### src/rtl/store_buffer_pkg.sv
// Shared definitions for the write-posting store buffer: memory geometry,
// default depth and entry field widths.
package store_buf_defs;

    localparam int MEM_WORDS     = 32;
    localparam int ADDR_W        = 5;
    localparam int DATA_W        = 32;
    localparam int DEFAULT_DEPTH = 4;
    localparam int ENTRY_ADDR_W  = ADDR_W;
    localparam int ENTRY_DATA_W  = DATA_W;

    typedef logic [DATA_W-1:0] word_t;

endpackage : store_buf_defs

### src/rtl/store_buffer_match.sv
// Address lookup across all buffer entries; reports a hit and the index of
// the youngest matching valid entry (searched from the tail backwards).
module store_buf_match
    import store_buf_defs::*;
#(
    parameter int DEPTH  = DEFAULT_DEPTH,
    parameter int AW     = store_buf_defs::ADDR_W,
    parameter int PTR_W  = $clog2(DEPTH)
) (
    input  logic [AW-1:0]            i_addr,
    input  logic [DEPTH-1:0][AW-1:0] i_entry_addr,
    input  logic [DEPTH-1:0]         i_valid,
    input  logic [PTR_W-1:0]         i_tail,
    output logic                     o_hit,
    output logic [PTR_W-1:0]         o_idx
);

    // Oldest-to-youngest sweep so the youngest match overrides earlier ones
    always_comb begin
        logic [PTR_W-1:0] v_i;
        v_i   = '0;
        o_hit = 1'b0;
        o_idx = '0;
        for (int k = DEPTH; k >= 1; k--) begin
            v_i = i_tail - PTR_W'(k);
            if (i_valid[v_i] && (i_entry_addr[v_i] == i_addr)) begin
                o_hit = 1'b1;
                o_idx = v_i;
            end else begin
                o_hit = o_hit;
                o_idx = o_idx;
            end
        end
    end

endmodule : store_buf_match

### src/rtl/store_buffer.sv
// Write-posting store buffer in front of a single-port data memory.
// Define STORE_BUF_FWD_EN to forward buffered data to loads instead of stalling.
module store_buffer
    import store_buf_defs::*;
#(
    parameter int DEPTH  = DEFAULT_DEPTH,
    parameter int ADDR_W = store_buf_defs::ADDR_W
) (
    input  logic        clk,
    input  logic        reset,
    input  logic [31:0] cpu_addr,
    input  logic        cpu_we,
    input  logic [31:0] cpu_wdata,
    input  logic        cpu_re,
    output logic [31:0] cpu_rdata,
    output logic        cpu_stall,
    input  logic        flush,
    output logic        empty,
    output logic [31:0] mem_addr,
    output logic        mem_we,
    output logic [31:0] mem_wdata,
    input  logic [31:0] mem_rdata
);

    localparam int PTR_W = $clog2(DEPTH);

    logic [PTR_W-1:0]             r_head;
    logic [PTR_W-1:0]             r_tail;
    logic [PTR_W:0]               r_count;
    logic [DEPTH-1:0][ADDR_W-1:0] r_addr;
    word_t                        r_data [DEPTH];

    logic [ADDR_W-1:0] w_lookup;
    logic [DEPTH-1:0]  w_valid;
    logic              w_full;
    logic              w_empty;
    logic              w_hit;
    logic [PTR_W-1:0]  w_hit_idx;
    logic              w_load;
    logic              w_store_stall;
    logic              w_flush_stall;
    logic              w_load_stall;
    logic              w_stall;
    logic              w_load_port;
    logic              w_drain;
    logic              w_push;
    logic              w_unused_addr;

    assign w_lookup      = cpu_addr[ADDR_W-1:0];
    assign w_unused_addr = ^cpu_addr[31:ADDR_W];
    assign w_full        = (r_count == (PTR_W+1)'(DEPTH));
    assign w_empty       = (r_count == '0);
    assign w_load        = cpu_re & ~cpu_we;

    // Entry i is live when its distance from the head is below the count
    always_comb begin
        logic [PTR_W-1:0] v_off;
        v_off   = '0;
        w_valid = '0;
        for (int i = 0; i < DEPTH; i++) begin
            v_off      = PTR_W'(i) - r_head;
            w_valid[i] = ({1'b0, v_off} < r_count);
        end
    end

    store_buf_match #(
        .DEPTH (DEPTH),
        .AW    (ADDR_W),
        .PTR_W (PTR_W)
    ) u_match (
        .i_addr       (w_lookup),
        .i_entry_addr (r_addr),
        .i_valid      (w_valid),
        .i_tail       (r_tail),
        .o_hit        (w_hit),
        .o_idx        (w_hit_idx)
    );

    assign w_store_stall = cpu_we & w_full;
    assign w_flush_stall = flush & ~w_empty;
    assign w_stall       = w_store_stall | w_flush_stall | w_load_stall;
    assign w_load_port   = w_load & ~w_stall;
    assign w_drain       = ~w_load_port & ~w_empty;
    assign w_push        = cpu_we & ~w_full & ~w_flush_stall;

`ifdef STORE_BUF_FWD_EN
    assign w_load_stall = 1'b0;
    assign cpu_rdata    = w_hit ? r_data[w_hit_idx] : mem_rdata;
`else
    // Hit index is only needed for forwarding
    logic w_unused_idx;
    assign w_unused_idx = ^w_hit_idx;
    assign w_load_stall = w_load & w_hit;
    assign cpu_rdata    = mem_rdata;
`endif

    assign cpu_stall = w_stall;
    assign empty     = w_empty;

    // Memory port mux: unstalled load first, otherwise drain the head entry
    always_comb begin
        mem_we    = 1'b0;
        mem_addr  = 32'h0000_0000;
        mem_wdata = 32'h0000_0000;
        if (w_load_port) begin
            mem_addr = {{(32-ADDR_W){1'b0}}, w_lookup};
        end else if (w_drain) begin
            mem_we    = 1'b1;
            mem_addr  = {{(32-ADDR_W){1'b0}}, r_addr[r_head]};
            mem_wdata = r_data[r_head];
        end else begin
            mem_we    = 1'b0;
            mem_addr  = 32'h0000_0000;
            mem_wdata = 32'h0000_0000;
        end
    end

    // FIFO state: enqueue at tail, dequeue at head, count tracks occupancy
    always_ff @(posedge clk or posedge reset) begin
        if (reset) begin
            r_head  <= '0;
            r_tail  <= '0;
            r_count <= '0;
            r_addr  <= '0;
            for (int i = 0; i < DEPTH; i++) begin
                r_data[i] <= 32'h0000_0000;
            end
        end else begin
            if (w_push) begin
                r_addr[r_tail] <= w_lookup;
                r_data[r_tail] <= cpu_wdata;
                r_tail         <= r_tail + PTR_W'(1);
            end
            if (w_drain) begin
                r_head <= r_head + PTR_W'(1);
            end
            case ({w_push, w_drain})
                2'b10:   r_count <= r_count + (PTR_W+1)'(1);
                2'b01:   r_count <= r_count - (PTR_W+1)'(1);
                default: r_count <= r_count;
            endcase
        end
    end

endmodule : store_buffer
### config.mk
export PLATFORM = sky130hd
export DESIGN_NAME = store_buffer
export DESIGN_NICKNAME = d
export VERILOG_FILES = /design/src/rtl/store_buffer_pkg.sv /design/src/rtl/store_buffer_match.sv /design/src/rtl/store_buffer.sv
export SDC_FILE = /design/constraint.sdc
export NUM_CORES = 1
export LEC_CHECK = 0
export CAP_MARGIN = 10
export CORE_ASPECT_RATIO = 2
export CORE_MARGIN = 1
export CORE_UTILIZATION = 30
export DETAILED_ROUTE_END_ITERATION = 10
export PLACE_DENSITY = 0.61
export RECOVER_POWER = 100
export SLEW_MARGIN = 20
export SYNTH_ARGS = -nofsm -noshare
export SYNTH_HDL_FRONTEND = slang
export SYNTH_SLANG_ARGS = --single-unit
### constraint.sdc
create_clock -name clk -period 8.6 [get_ports clk]
set_input_delay 2.58 -clock clk [delete_from_list [all_inputs] [get_ports clk]]
set_output_delay 2.58 -clock clk [all_outputs]
set_load 0.01 [all_outputs]
Word-level counts from Yosys, hierarchy flattened

Cells that the tools add are included.

Bits in writable memories: 0
Memory bits (read-only): 0
Bits in latches: 0
Input bits: 101
Flip-flop bits (word level): 155
Memories kept: 0
Logic and storage cells: 106

Multiply operators: 0
Divide/modulo/power cells: 0
Shifts and indexed selects: 0
Bitwise logic cells: 18
Mux-type cells: 38
Add/subtract/negate cells: 11
Equal/unequal tests: 7
Reductions and logical operators: 8
Order comparisons: 13

Operators with widths:

| operator            | number |
|---|---|
| $mux 32             | 5 |
| $bwmux 128          | 1 |
| $bmux 32 s2         | 1 |
| $demux 32 s2        | 1 |
| $bmux 5 s2          | 5 |
| $mux 5              | 8 |
| $bwmux 20           | 1 |
| $eq 5x5->1          | 4 |
| $lt 2x3->1 const B  | 5 |
| $lt 2x3->1          | 4 |
| $demux 5 s2         | 1 |
| $mux 1              | 10 |
| $and 1x1->1         | 8 |
| $bmux 1 s2          | 4 |
| $ge 3x3->1 const B  | 2 |
| $logic_and 1x1->1   | 6 |
| $not 1->1           | 6 |
| $not 2->3           | 2 |
| $pmux 3 s2          | 1 |
| $add 2x1->2 const B | 2 |
| $sub 1x2->2 const A | 2 |
| $sub 2x2->2 const A | 2 |
| $sub 2x2->2 const B | 2 |
| $add 3x1->3 const B | 1 |
| 10 further kinds    | 11 |

Longest topological paths before layout

Gate-level depths: netlist (run 1).

Word-level depth: 17
Depth in mapped cells: 21
Depth with buffers taken out: 16

Cells and area by module

From an unflattened synthesis (run 1), not the netlist that was laid out.

Cells, all modules: 648
Area total of the unflattened synthesis: 9,241.4 sq um

Modules (own cells, without submodules):

| module          | cells an instance | seq. area each (sq um) | area an instance (sq um) | instances |
|---|---|---|---|---|
| store_buffer    | 523               | 3,878.7                | 8,155.3                  | 1 |
| store_buf_match | 125               | 0.0                    | 1,086.0                  | 1 |

Worst setup path before layout (run 1)

OpenSTA, ideal clock, no wires.

Path kind: input to output
Start: input port cpu_addr[2]
End: output port mem_addr[0]
Setup slack: 1.766 ns
Arrival time: 4.254 ns
Cell stages on the path: 9
Path buffers: 1
Path through: inv_2 > xnor2_1 > nand2_1 > nor4_1 > a221oi_1 > o211ai_2 > a211o_1 > buf_4 > mux2i_1

Longest elaborated chain between the ends: 14
Elaborated cells between the ends (all ways): 20
Classes of those cells: eq/ne (4); mux (6); bitwise (6); reduce/logical (4)

Ends and longest elaborated chain:

| what                 | RTL line                 | RTL |
|---|---|---|
| start: declaration   | store_buffer.sv:11       | `input logic [31:0] cpu_addr,` |
| $eq 5x5->1           | store_buffer_match.sv:26 | `if (i_valid[v_i] && (i_entry_addr[v_i] == i_addr)) begin` |
| $logic_and 1x1->1    | store_buffer_match.sv:26 |  |
| $mux 1 (3 in series) | store_buffer_match.sv:26 |  |
| $mux 1 *             | store_buffer_match.sv:26 |  |
| $and 1x1->1 *        | store_buffer.sv:93       | `assign w_load_stall = w_load & w_hit;` |
| $or 1x1->1 *         | store_buffer.sv:81       | `assign w_stall = w_store_stall \| w_flush_stall \| w_load_stall;` |
| $not 1->1 *          | store_buffer.sv:82       | `assign w_load_port = w_load & ~w_stall;` |
| $and 1x1->1 *        | store_buffer.sv:82       |  |
| $not 1->1            | store_buffer.sv:83       | `assign w_drain = ~w_load_port & ~w_empty;` |
| $and 1x1->1          | store_buffer.sv:83       |  |
| $mux 5               | store_buffer.sv:107      | `end else if (w_drain) begin` |
| $mux 5 *             | store_buffer.sv:105      | `if (w_load_port) begin` |
| end: declaration     | store_buffer.sv:19       | `output logic [31:0] mem_addr,` |

Mark *: on every way between the ends. The rest lies on a longest branch, timed or not.

Worst setup path in the final report (run 1)

Start: input port cpu_addr[4]
End: output port mem_addr[4]

Longest elaborated chain between the ends: 14
Elaborated cells between the ends (all ways): 20
Classes of those cells: eq/ne (4); mux (6); bitwise (6); reduce/logical (4)

Ends and longest elaborated chain:

| what                 | RTL line |
|---|---|
| $eq 5x5->1           | store_buffer_match.sv:26 |
| $logic_and 1x1->1    | store_buffer_match.sv:26 |
| $mux 1 (4 in series) | store_buffer_match.sv:26 |
| $and 1x1->1          | store_buffer.sv:93 |
| $or 1x1->1           | store_buffer.sv:81 |
| $not 1->1            | store_buffer.sv:82 |
| $and 1x1->1          | store_buffer.sv:82 |
| $not 1->1            | store_buffer.sv:83 |
| $and 1x1->1          | store_buffer.sv:83 |
| $mux 5               | store_buffer.sv:107 |
| $mux 5 *             | store_buffer.sv:105 |

Marks and branches as above.

==> results.json, run 1 <==
{
  "finish.utilization_pct": 35.9,
  "startpoint_type": "input pin",
  "cts_resized": 0,
  "fin_skew_ns": 0.00680,
  "yosys_warnings": 0,
  "hp-start": "r_data[70]",
  "reg2reg_slack_ns": 3.87,
  "hold_viol": 0,
  "max_stage_delay_ns": 0.67,
  "slowest_stage": "dlygate4sd3_1",
  "hold_buffers": 0,
  "tightest_slew_ns": 4.16,
  "regToRegStartpoint": "r_head[1]",
  "die_w_um": 121,
  "startpoint": "cpu_addr[4]",
  "postSynthCellCount": 650,
  "gr-usage-all-layers_pct": 14.7,
  "netlist_area_um2": 8460,
  "setup_slack_ns": 0.257,
  "drtIter0Drc": 166,
  "gp_congestion": 0.779,
  "fmax_mhz": 120,
  "insertion_delay_ns": 0.44,
  "vdd_drop_max_v": 0.000214,
  "overflow": 0,
  "drc": 0,
  "antenna_left": 0,
  "grt_pass1_vias": 5478,
  "total_power_mw": 4.25,
  "grt_pass1_wl_um": 31100,
  "wl_um": 19600,
  "setup-violations-final": 0,
  "nets": 805,
  "worstPathRequired_ns": 6.02,
  "slew_headroom_pct": -179,
  "antenna_found_initial": 0,
  "hold_path_end": "r_data[70]",
  "viasPerCell": 4.78,
  "period_share_pct": 97.0,
  "insertedDiodeCount": 0,
  "avgSynthCellArea_um2": 13.0,
  "hpwlAfterDp_um": 13000,
  "synth_edf_count": 0,
  "powerDensity_nw_per_um2": 429,
  "start_util_pct": 30.6,
  "seq_area_frac_synth_pct": 45.8,
  "layout_commonest_cell": "dfrtp_1",
  "synth_cell_type_count": 47,
  "syn2layout_area_growth_pct": 17.3,
  "root_buffer": "clkbuf_16",
  "wire_per_inst_um": 18.5,
  "leakage_nw": 4.26,
  "hold_path_depth": 1,
  "rsz0062_at_grt": "false",
  "violations": "max-capacitance violations, max-slew violations",
  "reg2regPathDepth": 17,
  "most-common-layout-cells": "dfrtp_1, mux2_2, clkdlybuf4s50_1, mux4_2, dlygate4sd3_1",
  "design_area_um2": 9920,
  "ios": 200,
  "clockBufferDepth": 2,
  "slew_violations": 267,
  "crit_type": "in2out",
  "fp-row-count": 86,
  "final_layout_size_suffix_gt1_share_pct": 31.5,
  "crit_chain": "dlygate4sd3_1 -> inv_1 -> xnor2_1 -> o2111ai_2 -> nor2_2 -> a221oi_1 -> o211ai_2 -> a211o_1 -> buf_12 -> mux2i_1 -> dlygate4sd3_1",
  "ys.flop_type": "dfrtp_1",
  "async_flop_share_pct": 100,
  "ys_ff_latch": 155,
  "postPlaceCellArea_um2": 9300,
  "r2r_end": "r_count[2]",
  "via_count": 5057,
  "endpoint_kind": "output port",
  "fin_tns_setup_ns": 0,
  "n_fill_cell": 2703,
  "crit_fanout": 7,
  "pre_cts_ws_ns": 0.279,
  "htree_num_levels": 4,
  "clock-sinks": 155,
  "period_minus_slack_ns": 8.34,
  "die_h_um": 240,
  "coreArea_um2": 27700,
  "post_cts_buffers": 0,
  "cts_buffers": 17,
  "grt_max_degree": 91,
  "crit_top_cell": "dlygate4sd3_1",
  "dieArea_um2": 28900,
  "outcome": "finished with violations",
  "cts.reportedPaths.clkPinSlew_ns": 0.06,
  "min_path_type": "reg2reg",
  "cap_violations": 5,
  "first_pass_iters": 4,
  "io_buffers": 81,
  "cp_data_arrival_time_ns": 5.76,
  "cts_tree": "done"
}
metal layers:
layer	GRT usage, %	share of wire [%]	up-vias	wire [µm]
met2	27.1	56	110	10900
met1	15.4	38	2590	7400
met4	7.78	3.3	0	648
met3	3.02	3.1	47	608
met5	0	0	-	0
li1	-	-	2310	-
state kept, by name, indices dropped and copies added (netlist names):
signal   cells
r_tail       2
r_count      3
r_head       2
r_addr      20
r_data     128
cell usage after synthesis, types with 2 or more instances:
library cell / number / share of area (%)
mux4_2: 41 / 11
o211ai_1: 7 / 0.62
ha_1: 9 / 1.3
and2b_1: 3 / 0.27
buf_1: 4 / 0.18
mux2_2: 131 / 17
nor2_1: 3 / 0.13
inv_1: 17 / 0.75
buf_6: 5 / 0.67
a21oi_1: 9 / 0.53
nor3_1: 3 / 0.18
and3_1: 2 / 0.15
clkbuf_1: 10 / 0.44
mux2i_1: 26 / 3.1
buf_4: 60 / 5.3
buf_2: 16 / 0.95
xor2_1: 3 / 0.31
nand3_1: 2 / 0.12
nand2b_1: 3 / 0.22
o21ai_0: 30 / 1.8
nand2_1: 32 / 1.4
a211o_1: 2 / 0.21
xnor2_1: 24 / 2.5
a22oi_1: 2 / 0.18
nor2b_1: 30 / 2.2
dfrtp_1: 155 / 46
critical path: cells and delay by family:
kind / cells / cell delay, ns
xor+xnor: 1 / 0.30
compound gates: 4 / 0.82
simple gates: 1 / 0.16
mux: 1 / 0.26
buf+inv: 4 / 1.63
worst max-delay path by stage:
stage,end,cells after the start
2_1_floorplan,mem_addr[0],9
3_3_place_gp,mem_wdata[13],10
3_5_place_dp,mem_wdata[13],10
4_1_cts,mem_wdata[13],10
5_1_grt,mem_addr[0],11
6_report,mem_addr[4],11
final cells by class:
type | instances | area, µm² | area share, %
Clock buffer | 21 | 460 | 4.64
Clock inverter | 11 | 190 | 1.92
Inverter | 19 | 72.6 | 0.731
Multi-Input combinational cell | 407 | 3980 | 40.1
Sequential cell | 155 | 3880 | 39.1
Tap cell | 352 | 440 | 4.44
Timing Repair Buffer | 94 | 903 | 9.10
cell families (layout without fill, tap and decap cells):
logic type | count (synthesis) | after routing | share of synthesized area (%)
AND/OR/NAND/NOR | 84 | 84 | 5.15
AO/OA/AOI/OAI | 60 | 60 | 4.61
multiplexers | 198 | 198 | 31.4
buffers and inverters | 114 | 145 | 8.40
flip-flops | 155 | 155 | 45.8
other | 1 | 27 | 0.0443
XOR/XNOR | 28 | 28 | 2.99
adder cells (fa/ha/maj) | 10 | 10 | 1.57
through the flow:
stage	hold slack, ns	std cells
6_report	0.496	1059
5_1_grt	0.513	1059
4_1_cts	0.500	1059
3_5_place_dp	0.487	1027
3_3_place_gp	0.481	1027
2_1_floorplan	0.474	676
power breakdown:
part | internal (mW) | switching [mW] | total [mW] | leakage, nW
Clock | 0.530 | 0.304 | 0.834 | 0.317
Sequential | 1.10 | 0.265 | 1.36 | 1.87
Combinational | 1.18 | 0.883 | 2.06 | 2.06
Note: power is estimated with default switching activity, not from simulation.
==> run 2: changes to the inputs <==
- TNS_END_PERCENT: not set -> 30
==> results of run 2 <==
Same layout as run 1: the final DEF is identical, and so are final timing and power.
==> run 3: changes to the inputs <==
- CORE_UTILIZATION: 30 -> 35
- PLACE_DENSITY: 0.61 -> 0.67
==> run 3 against run 2 <==
Design area shrank 1.4%. The run ends with design-rule violations, max-capacitance violations, max-slew violations left. Final cell count shrank 6.3%. Hold slack improved by 0.0019 ns.
==> results.json, run 3 (same netlist as run 1, synthesis figures left out) <==
{
  "outcome": "finished with violations",
  "violations": "design-rule violations, max-capacitance violations, max-slew violations",
  "endpoint_kind": "output port",
  "leakage_nw": 4.22,
  "fin_tns_setup_ns": 0,
  "reg_top3": "r_data: 128 flops, r_addr: 20 flops, r_count: 3 flops",
  "hold_path_depth": 1,
  "wire_per_inst_um": 19.0,
  "nets": 804,
  "overflow": 0,
  "viasPerCell": 5.14,
  "io_buffers": 81,
  "cts_buffers": 17,
  "design_area_um2": 9790,
  "slew_violations": 330,
  "slew_headroom_pct": -140,
  "dieArea_um2": 24800,
  "die_w_um": 112,
  "vdd_drop_max_v": 0.000184,
  "min_path_type": "reg2reg",
  "rsz0062_at_grt": "false",
  "fin_skew_ns": 0.00936,
  "period_share_pct": 96.7,
  "insertion_delay_ns": 0.43,
  "period_minus_slack_ns": 8.32,
  "cts_resized": 0,
  "cts_tree": "done",
  "worstPathRequired_ns": 6.02,
  "die_h_um": 222,
  "r2r_end": "r_count[2]",
  "start_util_pct": 35.5,
  "cp_data_arrival_time_ns": 5.74,
  "root_buffer": "clkbuf_16",
  "fmax_mhz": 120,
  "clock-sinks": 155,
  "powerDensity_nw_per_um2": 426,
  "antenna_left": 0,
  "tightest_slew_ns": 3.59,
  "hp-start": "r_data[58]",
  "total_power_mw": 4.17,
  "hold_buffers": 0,
  "grt_pass1_vias": 5424,
  "cts.reportedPaths.clkPinSlew_ns": 0.06,
  "intPower_mw": 2.71,
  "drc": 19,
  "antenna_found_initial": 0,
  "n_fill_cell": 2229,
  "top_register": "r_data",
  "crit_fanout": 35,
  "clkPwrFrac_pct": 17.7,
  "largest_register_ffs": 128,
  "power_frac_comb_pct": 50.3,
  "final_layout_size_suffix_gt1_share_pct": 31.9,
  "fp-row-count": 80,
  "first_pass_iters": 11,
  "gr-usage-all-layers_pct": 16.3,
  "syn2layout_area_growth_pct": 15.6,
  "htree_num_levels": 4,
  "gp_congestion": 0.776,
  "swShare_pct": 35.0,
  "post_cts_buffers": 0,
  "via_count": 5098,
  "hold_viol": 0,
  "p_switching_mw": 1.46,
  "startpoint_type": "input pin",
  "layout_commonest_cell": "dfrtp_1",
  "regToRegStartpoint": "r_tail[1]",
  "reg2regPathDepth": 16,
  "most-common-layout-cells": "dfrtp_1, mux2_2, clkdlybuf4s50_1, mux4_2, dlygate4sd3_1",
  "hold_path_end": "r_data[58]",
  "setup-violations-final": 0,
  "cap_violations": 6,
  "grt_max_degree": 81,
  "grt_pass1_wl_um": 30300,
  "insertedDiodeCount": 0,
  "drtIter0Drc": 251,
  "hpwlAfterDp_um": 12300,
  "seqPwrFrac_pct": 32.0,
  "ios": 200,
  "coreArea_um2": 23800,
  "reg2reg_slack_ns": 4.14,
  "clockBufferDepth": 2,
  "postPlaceCellArea_um2": 9220,
  "wl_um": 18900,
  "crit_type": "in2out"
}
==> run 3: cell count changes in the layout (fill, tap and decap cells not counted), moves of 2 or more <==
cell        previous run  this run
clkbuf_1               6         4
buf_4                  7         5
bufinv_16              5         2
nand2_1               30        28
clkinvlp_4             1         3
nand2_2                2         4
clkinv_4               1         5
==> run 3: worst max path at each step <==
stage / startpoint / endpoint / slack [ns]
2_1_floorplan: cpu_addr[2] / mem_addr[0] / 1.77
3_3_place_gp: cpu_addr[4] / mem_wdata[16] / 0.39
3_5_place_dp: cpu_addr[1] / mem_wdata[31] / 0.37
4_1_cts: cpu_addr[1] / mem_wdata[31] / 0.36
5_1_grt: cpu_addr[1] / mem_addr[3] / 0.11
6_report: cpu_addr[1] / mem_wdata[25] / 0.28
==> run 3: power groups by stage <==
| stage | sequential, mW | clock [mW] | combinational, mW |
|---|---|---|---|
| final | 1.33 | 0.740 | 2.10 |
| after global routing | 1.39 | 0.792 | 2.28 |
| after CTS | 1.33 | 0.763 | 2.20 |
| after detailed placement | 1.35 | 0 | 2.18 |
| after global placement | 1.32 | 0 | 2.15 |
| after floorplan | 1.24 | 0 | 1.55 |
==> run 3: worst max-delay path, stage by stage <==
cell and delay (ns):
dlygate4sd3_1 0.69, clkinv_1 0.31, a21oi_1 0.21, a22oi_1 0.12, a221oi_1 0.32, o211ai_2 0.22
o31ai_4 0.26, buf_12 0.25, nor2b_1 0.12, dlygate4sd3_1 0.62
==> run 3: per-stage QoR <==
step / cells / worst slack (ns) / hold slack [ns] / utilization [%]
floorplan: 676 / 1.77 / 0.474 / -
global placement: 961 / 0.394 / 0.481 / 38.7
detailed placement: 961 / 0.372 / 0.487 / 38.7
CTS: 992 / 0.359 / 0.501 / 41.2
global route: 992 / 0.110 / 0.505 / 41.1
finish: 992 / 0.280 / 0.498 / 41.1
==> run 3: cell type report <==
type / instances / area [µm²] / share of cell area (%)
Clock buffer: 18 / 439 / 4.49
Sequential cell: 155 / 3880 / 39.7
Clock inverter: 13 / 145 / 1.48
Timing Repair Buffer: 93 / 908 / 9.28
Multi-Input combinational cell: 407 / 3980 / 40.7
Tap cell: 287 / 359 / 3.67
Inverter: 19 / 72.6 / 0.741
==> run 3: layer usage <==
metal / share of wire [%] / vias up / GRT usage [%]
met2: 55 / 136 / 29.3
met4: 2.9 / 0 / 9.12
li1: - / 2317 / -
met5: 0 / - / 0
met1: 39 / 2613 / 17.8
met3: 3.2 / 32 / 2.93
